### config.mk
export PLATFORM = sky130hd
export DESIGN_NAME = dev_timer
export DESIGN_NICKNAME = d
export VERILOG_FILES = /design/src/rtl/timer_pkg.sv /design/src/rtl/timer_prescaler.sv /design/src/rtl/dev_timer.sv
export SDC_FILE = /design/constraint.sdc
export NUM_CORES = 1
export LEC_CHECK = 0
export ABC_AREA = 1
export BUFFER_PORTS_ARGS = -buffer_cell sky130_fd_sc_hd__clkbuf_2
export CORE_AREA = 2 2 129 131
export CTS_CLUSTER_SIZE = 16
export DETAILED_ROUTE_END_ITERATION = 8
export DIE_AREA = 0 0 131 133
export PLACE_DENSITY = 0.63
export SLEW_MARGIN = 20
export SYNTH_ARGS = -nofsm -noshare
export SYNTH_HDL_FRONTEND = slang
export SYNTH_HIERARCHICAL = 1
export SYNTH_SLANG_ARGS = --single-unit
### constraint.sdc
create_clock -name clk -period 2.9 [get_ports clk]
set_input_delay 0.29 -clock clk [delete_from_list [all_inputs] [get_ports clk]]
set_output_delay 0.29 -clock clk [all_outputs]
set_load 0.01 [all_outputs]
### src/rtl/timer_pkg.sv
// Shared constants and types for the device-side programmable timer:
// register offsets, FSM encodings, MODE codes and CTRL bit layout.
package timer_pkg;

  localparam logic [1:0] ADDR_CTRL   = 2'd0;
  localparam logic [1:0] ADDR_PRESET = 2'd1;
  localparam logic [1:0] ADDR_COUNT  = 2'd2;

  typedef enum logic [1:0] {
    IDLE = 2'd0,
    LOAD = 2'd1,
    CNT  = 2'd2,
    INT  = 2'd3
  } timerState_t;

  localparam logic [1:0] MODE_ONESHOT = 2'b00;
  localparam logic [1:0] MODE_RELOAD  = 2'b01;

  localparam int CTRL_EN      = 0;
  localparam int CTRL_MODE_LO = 1;
  localparam int CTRL_MODE_HI = 2;
  localparam int CTRL_IM      = 3;

  typedef struct packed {
    logic       im;
    logic [1:0] mode;
    logic       en;
  } timerCtrl_t;

  // Codes 10 and 11 fall back to one-shot, so only 01 reloads.
  function automatic logic isReload(input logic [1:0] mode);
    return (mode == MODE_RELOAD);
  endfunction

endpackage

### src/rtl/timer_prescaler.sv
// Count-step prescaler: emits a one-cycle tick every PRESCALE cycles of run,
// restarting from zero whenever clear is asserted.
module timer_prescaler
  import timer_pkg::*;
#(
  parameter int unsigned PRESCALE = 1
) (
  input  logic clk,
  input  logic rst,
  input  logic clear,
  input  logic run,
  output logic tick
);

  localparam logic [15:0] LAST = 16'(PRESCALE - 1);

  logic [15:0] psCount;

  assign tick = run && (psCount == LAST);

  always_ff @(posedge clk or negedge rst) begin
    if (!rst) begin
      psCount <= '0;
    end else if (clear) begin
      psCount <= '0;
    end else if (run) begin
      psCount <= tick ? 16'd0 : psCount + 16'd1;
    end
  end

endmodule

### src/rtl/dev_timer.sv
// Programmable down-counting timer in the bridge's three-word device window
// (CTRL, PRESET, COUNT) with one-shot / auto-reload modes and a masked irq.
module dev_timer
  import timer_pkg::*;
#(
  parameter int unsigned PRESCALE = 1
) (
  input  logic        clk,
  input  logic        rst,
  input  logic [1:0]  devAddr,
  input  logic        devWe,
  input  logic [31:0] devWd,
  output logic [31:0] devRd,
  output logic        irq,
  output logic [1:0]  dbgState
);

  // Bus handshake: a write commits on every rising edge where devWe is 1,
  // there is no ready/stall; reads are combinational from devAddr.

  timerState_t state;
  timerCtrl_t  ctrl;
  logic [31:0] preset;
  logic [31:0] count;
  logic        irqf;
  logic        tick;
  logic        wrCtrl;
  logic        wrPreset;

  assign wrCtrl   = devWe && (devAddr == ADDR_CTRL);
  assign wrPreset = devWe && (devAddr == ADDR_PRESET);

  timer_prescaler #(
    .PRESCALE (PRESCALE)
  ) u_prescaler (
    .clk   (clk),
    .rst   (rst),
    .clear (state == LOAD),
    .run   ((state == CNT) && ctrl.en),
    .tick  (tick)
  );

  // PRESET is only sampled in LOAD, so a write on the LOAD edge is seen next time.
  always_ff @(posedge clk or negedge rst) begin
    if (!rst) begin
      preset <= '0;
    end else if (wrPreset) begin
      preset <= devWd;
    end
  end

  always_ff @(posedge clk or negedge rst) begin
    if (!rst) begin
      state <= IDLE;
      ctrl  <= '0;
      count <= '0;
      irqf  <= 1'b0;
    end else begin
      case (state)
        IDLE: begin
          if (ctrl.en) state <= LOAD;
        end
        LOAD: begin
          count <= preset;
          state <= ctrl.en ? CNT : IDLE;
        end
        CNT: begin
          if (!ctrl.en) begin
            state <= IDLE;
          end else if (tick) begin
            // A preset of 0 lands here on the first tick just like a preset of 1.
            if (count <= 32'd1) begin
              count <= '0;
              irqf  <= 1'b1;
              state <= INT;
            end else begin
              count <= count - 32'd1;
            end
          end
        end
        INT: begin
          if (isReload(ctrl.mode)) begin
            irqf  <= 1'b0;
            state <= LOAD;
          end else begin
            ctrl.en <= 1'b0;
            state   <= IDLE;
          end
        end
        default: state <= IDLE;
      endcase

      // Software writes are placed last so they override same-edge FSM updates.
      if (wrCtrl) ctrl <= timerCtrl_t'(devWd[3:0]);
      if (wrCtrl || wrPreset) irqf <= 1'b0;
    end
  end

  always_comb begin
    devRd = '0;
    case (devAddr)
      ADDR_CTRL:   devRd = {28'd0, ctrl};
      ADDR_PRESET: devRd = preset;
      ADDR_COUNT:  devRd = count;
      default:     devRd = '0;
    endcase
  end

  assign irq      = irqf & ctrl.im;
  assign dbgState = state;

endmodule

==> results_dict.tcl <==
set metrics [dict create \
    reg2reg_from "dbgState[1]" \
    synth_nets 751 \
    num_antenna_cells 0 \
    crit_family "simple AND/OR/NAND/NOR gates" \
    finalCritPeriodShare 0.907 \
    finalSetupViolations 0 \
    whs_path_depth 2 \
    synthDistinctLibCells 43 \
    grt_max_degree 52 \
    ff2ff_path_depth 12 \
    grt_pass1_wl_mm 24.0 \
    layout_min_cycle_time_ns 2.63 \
    route.detailed.drc 0 \
    via_per_inst 4.85 \
    cts_htree_levels 3 \
    avgSynthCellArea_sq_um 7.81 \
    fin_setup_tns_ns 0 \
    grt_overflow 0 \
    post-dp-hpwl_mm 10.6 \
    stdcell_area_sq_um 6410 \
    cts_tree "yes" \
    path_buf_inv 4 \
    clk_pin_slew_ns 0.06 \
    fp.dieW_um 131 \
    dieArea_sq_um 17400 \
    yosys_warnings 6 \
    max_stage_delay_ns 0.55 \
    core-area_sq_um 16200 \
    rsz0062_at_grt "false" \
    post_dp_cell_area_sq_um 6100 \
    port_buffers 71 \
    syn_to_final_growth_pct 15.6 \
    cp_max_fo 51 \
    wl_per_cell_um 14.3 \
    cts_resized 0 \
    end_kind "flip-flop" \
    post_cts_buffers 0 \
    cts_root_buf "clkbuf_16" \
    track_usage 0.174 \
    cpMostUsedCell "inv_1" \
    cp-startpoint "dbgState[1]" \
    placedCellCount 985 \
    die_h_um 133 \
    drv_slew 0 \
    place_congestion 0.929 \
    fmax_mhz 380 \
    synth_edf_count 0 \
    drtIter0Drc 328 \
    crit_slowest_cell "nor4_1" \
    ioPinCount 72 \
    worst_pin_slew_ns 0.625 \
    slew_headroom 0.580 \
    rr_endpoint "count[16]" \
    cts_sinks 87 \
    path_class "reg -> reg" \
    r2r_slack_ns 0.27 \
    nets 818 \
    routed_wl_mm 14.3 \
    crit_arrival_ns 2.84 \
    hold_path.class "in -> reg" \
    ys.flop_type "dfrtp_1" \
    run_status "finished, final reports clean" \
    cts_buffers 9 \
    power.leakage_nw 2.82 \
    ys_ff_latch 87 \
    final_cells 1002 \
    clk_latency_ns 0.35 \
    num_vias 4855 \
    yosysSeqAreaShare 0.393 \
    rows 47 \
    clockBufferDepth 2 \
    syn-cell-area_sq_um 5540 \
    crit_path_end "count[16]" \
    path_cells "inv_1 -> nor2_2 -> inv_2 -> nor2_4 -> inv_1 -> nor2_1 -> nand2_1 -> nor4_1 -> a21oi_4 -> buf_4 -> a21oi_1 -> a22oi_2" \
    antenna_found_initial 0 \
    irDropWorstVdd_uv 320 \
    cp.required_ns 3.11 \
    crit_cells 12 \
    power_density_nw_per_um2 761 \
    first_global_vias 4836 \
    async_flop_share 1.00 \
    dr.pass1.iters 4 \
    fin_skew_ns 0.00970 \
    start_kind "flip-flop" \
    ant_nets 0 \
    layout-drive-gt1-share 0.244 \
    timing.final.hold_violations 0 \
    initial_core_util 0.343 \
    synthCells 710 \
    cap_violations 0 \
]
-- routing by layer --
layer  wire (um)  vias to the layer above  track usage
li1            -                     2461            -
met1        6490                     2248        0.224
met2        6680                      119        0.280
met3         798                       27       0.0510
met4         338                        0       0.0573
met5           0                        -            0
-- logic make-up (layout without fill, tap and decap cells) --
| logic type | count (synthesis) | after routing | synth area share |
|---|---|---|---|
| and+or+nand+nor | 352 | 352 | 0.291 |
| muxes | 26 | 26 | 0.0528 |
| DFF | 87 | 87 | 0.393 |
| AOI/OAI and AO/OA | 134 | 134 | 0.159 |
| buffers and inverters | 92 | 164 | 0.0723 |
| adders and majority gates | 4 | 4 | 0.00903 |
| xor gates and xnor gates | 15 | 15 | 0.0237 |
-- area by class of cell --
cell class | count | area (sq um)
multi-input combinational | 531 | 2970
inverter | 68 | 255
tap | 220 | 275
timing repair buffer | 80 | 440
sequential | 87 | 2180
clock buffer | 13 | 250
fill | 1675 | 9760
clock inverter | 3 | 42.5
-- synth_stat cells, types with 4 or more instances --
library cell  count  share of area
ha_1              4         0.0090
nand3_2          14          0.025
xor2_1           15          0.024
buf_2             7         0.0063
nor2_1           96          0.065
nor2_4            7          0.014
clkbuf_1         12         0.0081
buf_6             4         0.0081
nand3_1          28          0.025
inv_1            66          0.045
nor3_1            6         0.0054
nand2_1         165           0.11
nor2_2           13          0.015
o21ai_0          38          0.034
a21oi_2           7          0.011
mux2_2           26          0.053
nand4_1          10          0.011
dfrtp_1          87           0.39
a21oi_1          49          0.044
a22oi_1           4         0.0054
nand2_2           4         0.0045
o211ai_1          4         0.0054
a22oi_2          15          0.034
o21ai_2           4         0.0063
-- registers in the layout, summed over array words and instances, names as in the netlist --
| signal | count |
|---|---|
| count | 32 |
| preset | 32 |
| ctrl | 4 |
| dbgState | 2 |
| u_prescaler/psCount | 16 |
| irqf | 1 |
-- worst min path at each step --
stage / startpoint / to / slack, ns
finish: devWd[19] / preset[19] / 0.17
CTS: devWd[19] / preset[19] / 0.15
global route: devWd[6] / preset[6] / 0.16
detailed placement: rst / count[7] / 0.32
floorplan: rst / count[0] / -0.006
global placement: rst / preset[6] / 0.32
-- placed cells by master, fill, tap and decap left out, types with 2 or more instances in the layout --
master	n
a21oi_1	49
a21oi_2	7
a22oi_1	4
a22oi_2	15
buf_4	8
clkbuf_1	3
clkbuf_16	9
clkbuf_2	70
dfrtp_1	87
ha_1	4
inv_1	66
inv_2	2
mux2_2	26
nand2_1	165
nand2_2	4
nand3_1	28
nand3_2	14
nand4_1	10
nor2_1	95
nor2_2	14
nor2_4	7
nor3_1	6
o211ai_1	4
o21ai_0	38
o21ai_1	2
o21ai_2	4
o21bai_1	2
o22ai_1	3
or2_1	2
xor2_1	15
-- power by group --
part	leakage, nW	total (mW)	switching, mW	internal (mW)
registers	1.05	1.92	0.367	1.55
logic	1.63	1.79	1.11	0.674
clock network	0.140	1.17	0.480	0.691
total	2.82	4.88	1.96	2.92
-- what timing repair did --
item / CTS / global route
setup endpoints to repair: 0 / 0
hold endpoints to repair: 40 / 0
hold buffers: 1 / 0
-- through the flow --
step	setup slack [ns]	hold WS (ns)	utilization	power, mW
3_5_place_dp	0.358	0.320	0.377	3.72
5_1_grt	0.0176	0.161	0.396	5.26
2_1_floorplan	0.712	-0.00559	-	3.23
3_3_place_gp	0.476	0.320	0.377	3.68
6_report	0.270	0.167	0.396	4.88
4_1_cts	0.326	0.154	0.396	4.93
-- worst register-to-register path: cells and delay by family, from the launching register on --
kind,cells,cell delay [ns]
DFF,1,0.40
AOI/OAI and AO/OA,3,0.47
buffers and inverters,4,0.58
and+or+nand+nor,5,1.06
Note: power is estimated with default switching activity, not from simulation.
